File: src/rtl/imem_loader_pkg.sv
// Shared loader definitions: FSM state encoding and the default frame start byte.
package imem_loader_pkg;

    typedef enum logic [2:0] {
        IDLE = 3'd0,
        LEN0 = 3'd1,
        LEN1 = 3'd2,
        DATA = 3'd3,
        CSUM = 3'd4,
        DONE = 3'd5,
        ERR  = 3'd6
    } ldr_state_t;

    localparam logic [7:0] MAGIC_DEFAULT = 8'hA5;

endpackage

File: src/rtl/imem_loader_word_assembler.sv
// Packs payload bytes LSB-first into 32-bit words and keeps the running XOR checksum.
// Latency: word_vld/word_dat one cycle after the 4th byte; no backpressure (caller gates byte_vld).
module word_assembler (
    input  logic        clk,
    input  logic        rst,
    input  logic        clr,
    input  logic        byte_vld,
    input  logic [7:0]  byte_dat,
    output logic [1:0]  byte_idx,
    output logic        word_vld,
    output logic [31:0] word_dat,
    output logic [7:0]  csum
);

    logic [23:0] lanes;

    always_ff @(posedge clk or posedge rst) begin
        if (rst) begin
            byte_idx <= 2'd0;
            word_vld <= 1'b0;
            word_dat <= 32'd0;
            csum     <= 8'd0;
            lanes    <= 24'd0;
        end else begin
            word_vld <= byte_vld && (byte_idx == 2'd3);
            if (clr) begin
                byte_idx <= 2'd0;
                csum     <= 8'd0;
            end else if (byte_vld) begin
                csum     <= csum ^ byte_dat;
                byte_idx <= byte_idx + 2'd1;
                case (byte_idx)
                    2'd0:    lanes[7:0]   <= byte_dat;
                    2'd1:    lanes[15:8]  <= byte_dat;
                    2'd2:    lanes[23:16] <= byte_dat;
                    default: word_dat     <= {byte_dat, lanes};
                endcase
            end
        end
    end

endmodule

File: src/rtl/imem_loader.sv
// Boot loader: parses MAGIC/CNT/payload/CSUM frames into instruction_mem writes, holds core in reset until verified.
// Latency: write strobe one cycle after a word's 4th byte; rx_ready drops only once the image is done.
module imem_loader
    import imem_loader_pkg::*;
#(
    parameter int         N           = 32,
    parameter int         DEPTH_WORDS = 1024,
    parameter int         TIMEOUT     = 100000,
    parameter logic [7:0] MAGIC       = MAGIC_DEFAULT
) (
    input  logic         clk,
    input  logic         rst,
    input  logic         rx_valid,
    input  logic [7:0]   rx_data,
    output logic         rx_ready,
    output logic         imem_we,
    output logic [N-1:0] imem_addr,
    output logic [N-1:0] imem_wdata,
    output logic         core_rst,
    output logic         done,
    output logic         error
);

    localparam int TW = $clog2(TIMEOUT + 1);

    ldr_state_t    state, nxt;
    logic [7:0]    cnt_lo;
    logic [15:0]   cnt;
    logic [15:0]   word_idx;
    logic [TW-1:0] idle_cnt;
    logic [15:0]   len_full;
    logic          hs, active, is_magic, last_byte, timed_out;
    logic          asm_vld, asm_clr;
    logic [1:0]    byte_idx;
    logic [31:0]   asm_word;
    logic [7:0]    csum;

    assign hs        = rx_valid & rx_ready;
    assign is_magic  = (rx_data == MAGIC);
    assign active    = state inside {LEN0, LEN1, DATA, CSUM};
    assign len_full  = {rx_data, cnt_lo};
    assign asm_vld   = hs && (state == DATA);
    // A fresh frame (from IDLE or a recovery from ERR) restarts lane and checksum tracking.
    assign asm_clr   = hs && is_magic && (state == IDLE || state == ERR);
    assign last_byte = asm_vld && (byte_idx == 2'd3);
    assign timed_out = active && !hs && (idle_cnt == TW'(TIMEOUT - 1));

    always_comb begin
        nxt = state;
        case (state)
            IDLE: if (hs && is_magic) nxt = LEN0;
            LEN0: if (hs) nxt = LEN1;
            LEN1: if (hs) begin
                if (17'(len_full) > 17'(DEPTH_WORDS)) nxt = ERR;
                else if (len_full == 16'd0)          nxt = CSUM;
                else                                 nxt = DATA;
            end
            DATA: if (last_byte && (word_idx + 16'd1 == cnt)) nxt = CSUM;
            CSUM: if (hs) nxt = (rx_data == csum) ? DONE : ERR;
            DONE: nxt = DONE;
            ERR:  if (hs && is_magic) nxt = LEN0;
            default: nxt = IDLE;
        endcase
        if (timed_out) nxt = ERR;
    end

    always_ff @(posedge clk or posedge rst) begin
        if (rst) begin
            state     <= IDLE;
            rx_ready  <= 1'b0;
            core_rst  <= 1'b1;
            done      <= 1'b0;
            error     <= 1'b0;
            cnt_lo    <= 8'd0;
            cnt       <= 16'd0;
            word_idx  <= 16'd0;
            idle_cnt  <= '0;
            imem_addr <= '0;
        end else begin
            state    <= nxt;
            rx_ready <= (nxt != DONE);
            core_rst <= (nxt != DONE);
            done     <= (nxt == DONE);
            error    <= (nxt == ERR);
            if (hs && state == LEN0) cnt_lo <= rx_data;
            if (hs && state == LEN1) begin
                cnt      <= len_full;
                word_idx <= 16'd0;
            end
            if (last_byte) begin
                imem_addr <= N'(word_idx) << 2;
                word_idx  <= word_idx + 16'd1;
            end
            if (active && !hs && nxt != ERR) idle_cnt <= idle_cnt + 1'b1;
            else                             idle_cnt <= '0;
        end
    end

    word_assembler u_asm (
        .clk      (clk),
        .rst      (rst),
        .clr      (asm_clr),
        .byte_vld (asm_vld),
        .byte_dat (rx_data),
        .byte_idx (byte_idx),
        .word_vld (imem_we),
        .word_dat (asm_word),
        .csum     (csum)
    );

    assign imem_wdata = N'(asm_word);

endmodule
File: config.mk
export PLATFORM = sky130hd
export DESIGN_NAME = imem_loader
export DESIGN_NICKNAME = d
export VERILOG_FILES = /design/src/rtl/imem_loader_pkg.sv /design/src/rtl/imem_loader_word_assembler.sv /design/src/rtl/imem_loader.sv
export SDC_FILE = /design/constraint.sdc
export NUM_CORES = 1
export LEC_CHECK = 0
export CAP_MARGIN = 0
export CORE_AREA = 8 8 122 124
export CTS_CLUSTER_DIAMETER = 30
export DETAILED_ROUTE_END_ITERATION = 12
export DIE_AREA = 0 0 130 132
export PLACE_DENSITY = 0.78
export SLEW_MARGIN = 20
export SYNTH_ARGS = -nofsm -noshare
export SYNTH_HDL_FRONTEND = slang
export SYNTH_SLANG_ARGS = --single-unit
File: constraint.sdc
create_clock -name clk -period 6.45 [get_ports clk]
set_clock_uncertainty 0.05 [all_clocks]
set_input_delay 1.29 -clock clk [delete_from_list [all_inputs] [get_ports clk]]
set_output_delay 1.29 -clock clk [all_outputs]
set_load 0.03 [all_outputs]
==> qor.yml, run 1 <==
setup_path:
  crit_type: "in -> reg"
  worst_ep_required_time_ns: 6.67
  crit_arrival_ns: 4.00
  end_kind: "flop"
  r2r_start: "word_idx[0]$_DFFE_PP0P_"
  reg2reg_slack_ns: 3.22
  startpoint_type: "input port"
  critPathMaxFanout: 31
  crit_path_start: "rx_valid"
  reg2reg_depth: 8
cts:
  clk_latency_ns: 0.42
  cts.sinks: 147
  htreeDepth: 4
  root_buffer: "clkbuf_16"
  cts_tree: "yes"
  ctsHoldBuffers: 0
  cts.clk_slew.worst_paths_ns: 0.06
  cts_buffer_depth: 2
  numCtsBuffers: 17
  cts_resized: 0
  post-cts-setup-buffers: 0
logic_synthesis:
  synthAdderAreaFrac: 0.01067
  synth_area_leaders: "dfrtp_1 (52%), nand2_1 (12%), mux2_2 (5.1%), xnor2_1 (3.4%), o21ai_0 (2.8%)"
  syn_inst: 736
  yosys_warnings: 0
  synth_seq_cells: 147
  muxShareOfSynthArea: 0.05407
  async_reset_ff_frac: 1.000
  synth_top_family_by_area: "simple AND/OR/NAND/NOR gates"
  syn_area_mm2: 0.007034
  synthFlopType: "dfrtp_1"
  ys_seq_area_frac: 0.5231
  yosys.area.top_type: "dfrtp_1"
  synth-compound-area-share: 0.07577
  synthXorXnorAreaFrac: 0.05603
  syn_avg_cell_area_um2: 9.557
  yosysTopAreaCellShare: 0.5194
  synthSimpleGateAreaFrac: 0.2298
  yosysUniqueCellTypes: 70
  synth_edf_count: 0
floorplan:
  start_util: 0.5419
  die_x_um: 130
  die_area_mm2: 0.01716
  core_mm2: 0.01298
  rows: 42
  die_y_um: 132
  num_io_pins: 80
power:
  power_density_mw_per_mm2: 303.4
  power.leakage_uw: 0.003937
  totalPowerFinal_uw: 2500
  max-vdd-ir-drop_mv: 0.1999
global_route:
  gr-usage-all-layers: 0.1936
  grt_antenna_before_repair: 0
  grt_overflow_total: 0
  grt_pass1_wl_mm: 26.37
  grt_pass1_vias: 5258
  grt_max_degree: 93
layout:
  final_cell_area_mm2: 0.008239
  syn_to_final_growth_pct: 17.13
  instances_no_fill: 967
  diodes: 0
  drive_gt1_frac: 0.1087
  finalNetCount: 796
  fillers: 1057
sta:
  max_slew.worst_pin.slew_ns: 0.8351
  rsz0062_at_grt: "false"
  fin_crit_ns: 3.785
  setup_viol: 0
  max_slew_margin: 0.4432
  final_max_slew_viol_count: 0
  max_freq_mhz: 264.2
  post-route-period-util: 0.5868
  hold_violations: 0
  setup_tns_ns: 0
placement:
  place_inst: 936
  place_area_mm2: 0.007665
  hpwl_mm: 10.34
  io_buffers: 63
  place_congestion: 0.8211
route:
  wl_per_cell_um: 16.31
  drt_iter0_drc: 439
  routed_wl_mm: 15.77
  routed_via_density: 5.551
  vias: 5368
  drtAntennaViolNets: 0
  drt-pass1-iter-count: 5
  drc_errors: 0
worst_hold_path:
  worstHoldPathCells: 2
  worstHoldStart: "u_asm.lanes[18]$_DFFE_PP0P_"
  hp-class: "reg -> reg"
flow_run:
  max_cap_violations: 0
run_status:
  status: "finished, final reports clean"
[metal layers]
| layer | global-route usage | up-vias | wire (um) |
|---|---|---|---|
| met3 | 0.04773 | 24 | 1046 |
| met5 | 0 | - | 0 |
| met1 | 0.2448 | 2630 | 6632 |
| met2 | 0.3135 | 196 | 7837 |
| met4 | 0.07037 | 0 | 254 |
| li1 | - | 2518 | - |
[cell families (layout without fill, tap and decap cells)]
family,after synthesis,after routing
XOR/XNOR,45,45
multiplexers,34,34
adder cells (fa/ha/maj),6,6
AO/OA/AOI/OAI,77,77
AND/OR/NAND/NOR,359,359
other,1,16
flip-flops,147,147
buffers and inverters,67,107
[placed cells by master (no fill, tap or decap), drive strengths merged, types with 3 or more instances in the layout]
cell type      Yosys  final
nand3             26     26
buf               32      5
xor2              18     18
conb               1     16
nor3              14     14
ha                 6      6
nor4               7      7
clkinvlp           0      3
o31ai              5      5
inv                8      8
nand2b             6      6
and3               7      7
a21oi              4      4
xnor2             27     27
nor3b              3      3
mux2              32     32
nor2              40     40
clkinv             0      4
clkbuf            27     23
o21ai             40     40
a31oi              3      3
clkdlybuf4s50      0     63
nand4              8      8
or3                6      6
nand2            227    227
dfrtp            146    146
a22oi              3      3
[critical path, cell delays in order]
cell and delay, ns:
clkdlybuf4s50_1 0.53, and3_1 0.25, nand2_2 0.37, nor4_1 0.35
nor4b_1 0.51, nand3_2 0.24, a22oi_4 0.35, nor3b_1 0.11
[synth_stat cells, types with 7 or more instances]
master,count
and3_1,7
xnor2_1,27
nor2_1,40
mux2_2,32
nand3_1,24
nor3_1,12
o21ai_0,39
xor2_1,18
clkbuf_1,26
buf_4,21
inv_1,8
nand4_1,7
dfrtp_1,146
nand2_1,227
[through the flow]
step           utilization  worst slack [ns]  hold WS, ns
2_1_floorplan            -             1.160       0.3831
3_3_place_gp        0.5905             2.329       0.3924
3_5_place_dp        0.5905             2.210       0.4046
4_1_cts             0.6348             2.649       0.4184
5_1_grt             0.6348             2.345       0.4410
6_report            0.6348             2.665       0.4171
[flip-flops by register name, summed over array words and instances (netlist names)]
register / flops
word_idx: 16
cnt: 16
rx_ready: 1
u_asm.lanes: 24
cnt_lo: 8
core_rst: 1
error: 1
done: 1
state: 3
u_asm.byte_idx: 2
u_asm.word_vld: 1
imem_addr: 16
u_asm.csum: 8
u_asm.word_dat: 32
idle_cnt: 17
[path summary, 6_finish.rpt]
check / to
max: idle_cnt[7]$_DFF_PP0_
min: u_asm.word_dat[18]$_DFFE_PP0P_
max reg2reg: idle_cnt[7]$_DFF_PP0_
min reg2reg: u_asm.word_dat[18]$_DFFE_PP0P_
max in group asynchronous: u_asm.csum[4]$_DFFE_PP0P_
min in group asynchronous: u_asm.word_dat[3]$_DFFE_PP0P_
[where the power goes]
| part | leakage [uW] | total [uW] | switching [uW] | internal (uW) |
|---|---|---|---|---|
| sequential | 0.00202 | 1110 | 91.3 | 1020 |
| clock | 0.000277 | 940 | 363 | 577 |
| combinational | 0.00164 | 453 | 274 | 179 |
[final cells by class]
cell class | count | area (um2) | area share
Tap cell | 176 | 220.2 | 0.02673
Sequential cell | 147 | 3680 | 0.4466
Timing Repair Buffer | 68 | 668.1 | 0.08109
Clock inverter | 8 | 76.32 | 0.009263
Clock buffer | 23 | 498.0 | 0.06044
Inverter | 8 | 35.03 | 0.004252
Multi-Input combinational cell | 537 | 3062 | 0.3716
Note: power is estimated with default switching activity, not from simulation.
==> run 2, diff against run 1 <==
==> constraint.sdc (replaced) <==
create_clock -name clk -period 3.7 [get_ports clk]
set_clock_uncertainty 0.05 [all_clocks]
set_input_delay 0.74 -clock clk [delete_from_list [all_inputs] [get_ports clk]]
set_output_delay 0.74 -clock clk [all_outputs]
set_load 0.03 [all_outputs]
==> run 2 against run 1 <==
Cell area grew 1.4%; cell count rose by 1.1%; non-clock buffer count grew 10; die area unchanged.
==> qor.yml, run 2 (synthesis results as in run 1) <==
setup_path:
  crit_path_start: "word_idx[0]$_DFFE_PP0P_"
  slowest_stage: "nor3_1"
  cp_cell_sequence: "ha_1, nand3_1, nor3_1, nand4_1, a22oi_1, nand3_2, a22oi_4, nor3_1"
  worst_ep_required_time_ns: 3.94  # -2.73 ns
  critPathMaxFanout: 10  # -68%
  max_stage_delay_ns: 0.58  # +0.05 ns
  reg2reg_depth: 8  # unchanged
  r2r_start: "word_idx[0]$_DFFE_PP0P_"
  reg2reg_slack_ns: 0.51  # -2.71 ns
  path_common_cell: "nor3_1"
  crit_type: "reg -> reg"
  reg2reg_to: "idle_cnt[16]$_DFF_PP0_"
  end_kind: "flop"
  crit_arrival_ns: 3.42  # -0.58 ns
  startpoint_type: "flop"
run_status:
  status: "finished, final reports clean"
cts:
  post-cts-setup-buffers: 0  # unchanged
  root_buffer: "clkbuf_16"
  cts_tree: "yes"
  htreeDepth: 4  # unchanged
  cts_resized: 0  # unchanged
  numCtsBuffers: 17  # unchanged
  cts.sinks: 147  # unchanged
  cts_buffer_depth: 2  # unchanged
  ctsHoldBuffers: 0  # unchanged
  clk_latency_ns: 0.42  # about the same
  cts.clk_slew.worst_paths_ns: 0.06  # about the same
sta:
  max_slew_margin: 0.5098  # +0.06652
  fin_crit_ns: 3.185
  setup_tns_ns: 0  # unchanged
  max_slew.worst_pin.slew_ns: 0.7354  # -0.09978 ns
  final_max_slew_viol_count: 0  # unchanged
  hold_violations: 0  # unchanged
  setup_viol: 0  # unchanged
  max_freq_mhz: 314.0
  post-route-period-util: 0.8609
  rsz0062_at_grt: "false"
route:
  highest_layer: "met4"
  wl_per_cell_um: 16.39  # +0.47%
  routed_wl_mm: 16.03  # +1.6%
  drtAntennaViolNets: 0  # unchanged
  route.met2.wl_mm: 8.129  # +3.7%
  routed_via_density: 5.552  # about the same
  wl_met3_mm: 1.010  # -3.4%
  drt-pass1-iter-count: 5  # unchanged
  m1WireLength_mm: 6.702  # +1.1%
  drc_errors: 0  # unchanged
  vias: 5430  # +1.2%
  drt_iter0_drc: 461  # +5.0%
worst_hold_path:
  worstHoldStart: "u_asm.lanes[19]$_DFFE_PP0P_"
  worstHoldPathCells: 2  # unchanged
  min_to: "u_asm.word_dat[19]$_DFFE_PP0P_"
  hp-class: "reg -> reg"
global_route:
  gr-usage-all-layers: 0.1964  # +0.002837
  grt_antenna_before_repair: 0  # unchanged
  grt_max_degree: 74  # -20%
  grt_pass1_wl_mm: 26.86  # +1.9%
  grt_pass1_vias: 5408  # +2.9%
  grt_overflow_total: 0  # unchanged
layout:
  reg_top3: "u_asm.word_dat (32), u_asm.lanes (24), idle_cnt (17)"
  syn_to_final_growth_pct: 18.82
  instances_no_fill: 978  # +1.1%
  finalNetCount: 806  # +1.3%
  mostFrequentLayoutCell: "nand2_1"
  diodes: 0  # unchanged
  largest_reg_flops: 32  # unchanged
  regMostFlops: "u_asm.word_dat"
  drive_gt1_frac: 0.1197  # +0.01098
  layout_common_cells: "nand2_1 (226), dfrtp_1 (146), clkdlybuf4s50_1 (63), nor2_1 (40), o21ai_0 (39)"
power:
  comb_power_share: 0.183  # +0.002
  power_density_mw_per_mm2: 534.8  # +76%
  swShare: 0.2874  # -0.004023
  max-vdd-ir-drop_mv: 0.3634  # +82%
  seq_power_share: 0.433  # -0.010
  p_clk_frac: 0.384  # +0.008
  p_switching_uw: 1284  # +76%
  internal_power_uw: 3185  # +80%
  power.leakage_uw: 0.004013  # +1.9%
floorplan:
  die_x_um: 130  # unchanged
  core_mm2: 0.01298  # unchanged
  die_y_um: 132  # unchanged
  start_util: 0.5419  # unchanged
  rows: 42  # unchanged
  die_area_mm2: 0.01716  # unchanged
  num_io_pins: 80  # unchanged
placement:
  hpwl_mm: 10.79  # +4.3%
  io_buffers: 63  # unchanged
  place_inst: 946  # +1.1%
  place_congestion: 0.9165  # +12%
flow_run:
  max_cap_violations: 0  # unchanged
run 2: worst max path at each step:
| stage | end | slack (ns) |
|---|---|---|
| after floorplan | rx_ready$_DFF_PP0_ | 1.02 |
| after global placement | rx_ready$_DFF_PP0_ | 0.58 |
| after CTS | idle_cnt[16]$_DFF_PP0_ | 0.58 |
| after global routing | idle_cnt[16]$_DFF_PP0_ | 0.21 |
| final | idle_cnt[16]$_DFF_PP0_ | 0.51 |
| after detailed placement | idle_cnt[10]$_DFF_PP0_ | 0.32 |
run 2: layer usage:
layer / vias up / GRT usage
met5: - / 0
met4: 0 / 0.05487
met3: 23 / 0.05218
met2: 185 / 0.3285
met1: 2694 / 0.2432
li1: 2528 / -
run 2: area by class of cell:
cell class,instances,area (um2)
sequential,147,3680
inverter,8,33.78
tap,176,220.2
multi-input combinational,537,3062
clock inverter,11,133.9
fill,1050,4622
clock buffer,21,460.4
timing repair buffer,78,768.2
run 2: through the flow:
step	total power [uW]	hold WS (ns)	setup WS, ns	cell area, um2	utilization
4_1_cts	4492	0.4111	0.5812	8358	0.6439
5_1_grt	4665	0.4423	0.2124	8358	0.6439
6_report	4470	0.4118	0.5149	8358	0.6439
3_5_place_dp	2758	0.3962	0.3197	7764	0.5981
3_3_place_gp	2715	0.3931	0.5781	7764	0.5981
2_1_floorplan	2542	0.3831	1.025	7094	-
run 2: worst max-delay path, delay by kind of cell (launching register included):
family                   cells  cell delay (ns)
AND/OR/NAND/NOR              5             1.32
AO/OA/AOI/OAI                2             0.77
flip-flops                   1             0.52
adder cells (fa/ha/maj)      1             0.39
run 2: power groups by stage:
stage / clock network, uW / logic, uW / registers [uW]
2_1_floorplan: 0 / 643 / 1900
5_1_grt: 1810 / 899 / 1950
3_5_place_dp: 0 / 803 / 1960
4_1_cts: 1740 / 818 / 1930
6_report: 1710 / 819 / 1940
3_3_place_gp: 0 / 769 / 1950
==> RTL edit 1 (config.mk and constraints of run 1) <==
`TIMEOUT`: 100000 -> 200000.
--- a/src/rtl/imem_loader.sv
+++ b/src/rtl/imem_loader.sv
@@ -7,3 +7,3 @@
     parameter int         DEPTH_WORDS = 1024,
-    parameter int         TIMEOUT     = 100000,
+    parameter int         TIMEOUT     = 200000,
     parameter logic [7:0] MAGIC       = MAGIC_DEFAULT
Formal check against the unedited RTL: same outputs for any inputs over 10 cycles, from zero or initial values and one cycle with rst high; that may be too few to reach the edited logic, so the function may still have changed.
==> RTL edit 1 against run 1 <==
- global-route usage fell by 0.30 points
- power is 23% higher
- synthesized area about the same
- sequential cell count up 1
- clock power rose by 4.5%
- wire length down 0.98%
- worst setup slack worse by 170 ps
- die area unchanged
- final area is 0.76% higher
- non-clock buffer count decreased by 1
- first-iteration DRC count rose by 10%
- sequential power grew 15%
- count of clock-buffer cells in the layout decreased by 2
- largest power group unchanged
==> RTL edit 1: results (changes against run 1) <==
** GRT
- GR Util met2 :: 0.304 (-0.00984)
- The number of global-route vias before repair came to 5351 (+1.8%).
- The global-route track usage on met3 is 0.0518 (+0.00405).
- Global-route wire length before repair :: 26.2 mm (-0.83%)
- Global-route usage over all layers :: 0.191 (-0.00302)
- Met1 demand-to-capacity share in global routing :: 0.246 (+0.00110)
- The maximum number of pins on one net before global-route repair is 114 (+23%).

** Drt
- The routed metal-1 wire length came to 6.80 mm (+2.6%).
- The amount of wire on met2 after detailed routing was 7.83 mm (about the same).
- Routed vias :: 5332 (-0.67%)
- The wire length after detailed routing came to 15.6 mm (-0.98%).
- 1st-iter DRT viols :: 485 (+10%)
- First-pass detailed-route iteration total :: 6 (+1)
- The met3 wirelength from detailed routing came to 809 um (-23%).

** Synth
- Most used standard cells in the synthesized netlist :: nand2_1, dfrtp_1, o21ai_0
- Number of different library cells in the post-synthesis netlist :: 56 (-20%)
- The flop and latch count out of synthesis was 148 (+0.68%).
- The synthesized area per cell is 9.48 um2 (-0.76%).

** Place
- The pre-CTS setup slack came to 2150 ps (-59.4 ps).
- Post-Place Cells :: 941 (+0.53%)
- Post-detailed-placement half-perimeter wirelength :: 10.3 mm (-0.53%)
- The final estimated routing congestion in global placement came to 0.868 (+5.7%).

** Critical path
- The internal reg-to-reg setup slack came to 3370 ps (+150 ps).
- The peak per-stage delay on the critical path was 670 ps (+140 ps).
- Maximum net fanout on the critical path :: 12 (-61%)
- Data arrival time at the worst-slack endpoint :: 4210 ps (+210 ps)

** Finish
- Non-clock inverter count in the final layout :: 7 (-1)
- Area of combinational cells with multiple inputs :: 0.00307 mm2 (+0.20%)
- The number of clock buffers in the layout is 21 (-8.7%).
- Filler cell count in the final layout :: 1072 (+1.4%)
- The layout cell share with drive strength beyond 1 came to 0.107 (-0.00221).
- The post-route non-filler standard cell count came to 974 (+0.72%).
- The final net count was 802 (+0.75%).
- Clock buffers and inverters, area share :: 0.0719 (+0.00219)
- Sequential share of cell area :: 0.446 (about the same)

** Pwr
- The worst ir drop on vdd was 0.000313 V (+57%).
- Switching pwr :: 1000 uW (+37%)

** Status
- Outcome :: completed
[RTL edit 1: cell count changes in the layout (fill, tap and decap cells not counted), sizes merged, moves of 7 or more]
cell    delta
a21oi      +7
and2       +8
xnor2      -9
a211oi     +7
nor3      -10
xor2      +10
[RTL edit 1: worst min-delay path by stage]
stage,slack (ps),to,start
after global routing,440,imem_addr[13],imem_addr[13]
after floorplan,380,u_asm.word_dat[0],u_asm.lanes[0]
after CTS,420,u_asm.word_dat[16],u_asm.lanes[16]
final,420,u_asm.word_dat[16],u_asm.lanes[16]
after detailed placement,400,u_asm.word_dat[17],u_asm.lanes[17]
after global placement,390,u_asm.word_dat[7],u_asm.lanes[7]
[RTL edit 1: per-stage QoR]
stage          hold slack, ps  instance area (um2)
3_5_place_dp              404                 7670
6_report                  418                 8300
2_1_floorplan             383                 7080
4_1_cts                   422                 8270
3_3_place_gp              394                 7670
5_1_grt                   443                 8300
[RTL edit 1: power by group through the flow]
stage / clock network [uW] / logic [uW] / registers, uW
floorplan: 0 / 317 / 1460
global placement: 0 / 801 / 1280
detailed placement: 0 / 819 / 1290
CTS: 995 / 826 / 1270
global route: 1040 / 876 / 1300
finish: 982 / 814 / 1280
[RTL edit 1: kinds of logic after synthesis]
group                    synth area share
AND/OR/NAND/NOR                     0.221
flip-flops                          0.527
AO/OA/AOI/OAI                      0.0851
buffers and inverters              0.0454
XOR/XNOR                           0.0573
multiplexers                       0.0527
adder cells (fa/ha/maj)            0.0107
other                            0.000534
[RTL edit 1: worst reg2reg max path: cells and delay by family, from the launching register on]
family / cells / cell delay (ps)
AND/OR/NAND/NOR: 4 / 880
buffers and inverters: 2 / 540
flip-flops: 1 / 570
AO/OA/AOI/OAI: 3 / 940
==> RTL edit 2 (flow settings as in run 1) <==
Made on the original files. The output `error` loses its register stage (`error` becomes a continuous assignment).
--- a/src/rtl/imem_loader.sv
+++ b/src/rtl/imem_loader.sv
@@ -72,3 +72,2 @@
             done      <= 1'b0;
-            error     <= 1'b0;
             cnt_lo    <= 8'd0;
@@ -83,3 +82,2 @@
             done     <= (nxt == DONE);
-            error    <= (nxt == ERR);
             if (hs && state == LEN0) cnt_lo <= rx_data;
@@ -97,2 +95,4 @@
     end
+
+    assign error = (nxt == ERR);
 
Check against the original RTL: not equivalent (Yosys sat finds a counterexample within 4 cycles, from zero or initial values and one cycle with rst high).
==> RTL edit 2 against run 1 <==
- sequential share of layout area down 0.59 points
- synthesized area down 0.36%
- synthesized cell count down 0.14%
- final area up 0.65%
- critical path type is now input port to primary output
- worst setup slack worse by 1800 ps
- wire length down 0.89%
- sequential cell count down 1
- register-to-register slack better by 70 ps
- clock power up 12%
- power up 4.2%
==> RTL edit 2: results (changes against run 1) <==
** Status
- Outcome :: completed

** Critical path
- The largest fanout on the critical path came to 10 (-68%).
- The internal reg-to-reg setup slack was 3290 ps (+70 ps).
- Data arrival time at the worst-slack endpoint :: 4230 ps (+230 ps)

** Pwr
- The cell leakage power is 0.00396 uW (+0.68%).
- Peak supply drop :: 0.000205 V (+2.7%)

** Finish
- Filler cell count in the final layout :: 1065 (+0.76%)
- Bufs w/o clock :: 71 (+4.4%)
- The multi-input gate share of total cell area was 0.369 (-0.00241).
- The final net count was 798 (+0.25%).
- The share of final layout cell area taken by non-clock buffers came to 0.0833 (+0.00219).
- Clock buffers and inverters, area share :: 0.0760 (+0.00634)
- The layout cell share with drive strength beyond 1 came to 0.111 (+0.00211).

** Drt
- The wire length after detailed routing came to 15.6 mm (-0.89%).
- The average via count per standard cell came to 5.51 (-0.75%).

** GRT
- The first-pass GRT wire length is 26.3 mm (-0.29%).
- Global-route usage over all layers :: 0.191 (-0.00208)
- The routing usage on met2 was 0.312 (-0.00116).
- The global-route track usage on met3 came to 0.0445 (-0.00324).
- The number of global-route vias before repair is 5318 (+1.1%).
- The routing usage on met1 came to 0.242 (-0.00274).

** Synth
- Share of the yosys chip area belonging to registers :: 0.521 (-0.00170)
- The flop and latch count out of synthesis is 146 (-0.68%).
- Yosys attributes the largest share of cell area to dfrtp_1, nand2_1, mux2_2.

** STA
- Slew at the pin closest to its max-slew limit :: 858 ps (+23.3 ps)
- Post-layout worst setup margin :: 880 ps (-1790 ps)

** Worst hold path
- Sink of the worst hold path :: u_asm.word_dat[21]

** Place
- The final estimated routing congestion in global placement is 0.884 (+7.7%).
[RTL edit 2: kinds of logic after synthesis]
| kind of cell | share of synthesized area |
|---|---|
| AO/OA/AOI/OAI | 0.0760 |
| AND/OR/NAND/NOR | 0.231 |
| multiplexers | 0.0543 |
| buffers and inverters | 0.0502 |
| flip-flops | 0.521 |
| adder cells (fa/ha/maj) | 0.0107 |
| XOR/XNOR | 0.0562 |
| other | 0.000535 |
[RTL edit 2: metrics by stage]
step	hold slack [ps]	cell area, um2	utilization	instances
3_3_place_gp	403	7660	0.590	938
4_1_cts	415	8290	0.639	970
6_report	414	8290	0.639	970
3_5_place_dp	400	7660	0.590	938
5_1_grt	439	8290	0.639	970
2_1_floorplan	383	7070	-	750
[RTL edit 2: report_power, final]
part	total (uW)	switching (uW)	internal (uW)
combinational	460	276	184
clock	1050	370	676
sequential	1100	93.5	1010
[RTL edit 2: routing by layer]
layer  part of all wire  up-vias
met5                  0        -
met2               0.49      144
li1                   -     2514
met3              0.052       21
met1               0.44     2665
met4              0.016        0
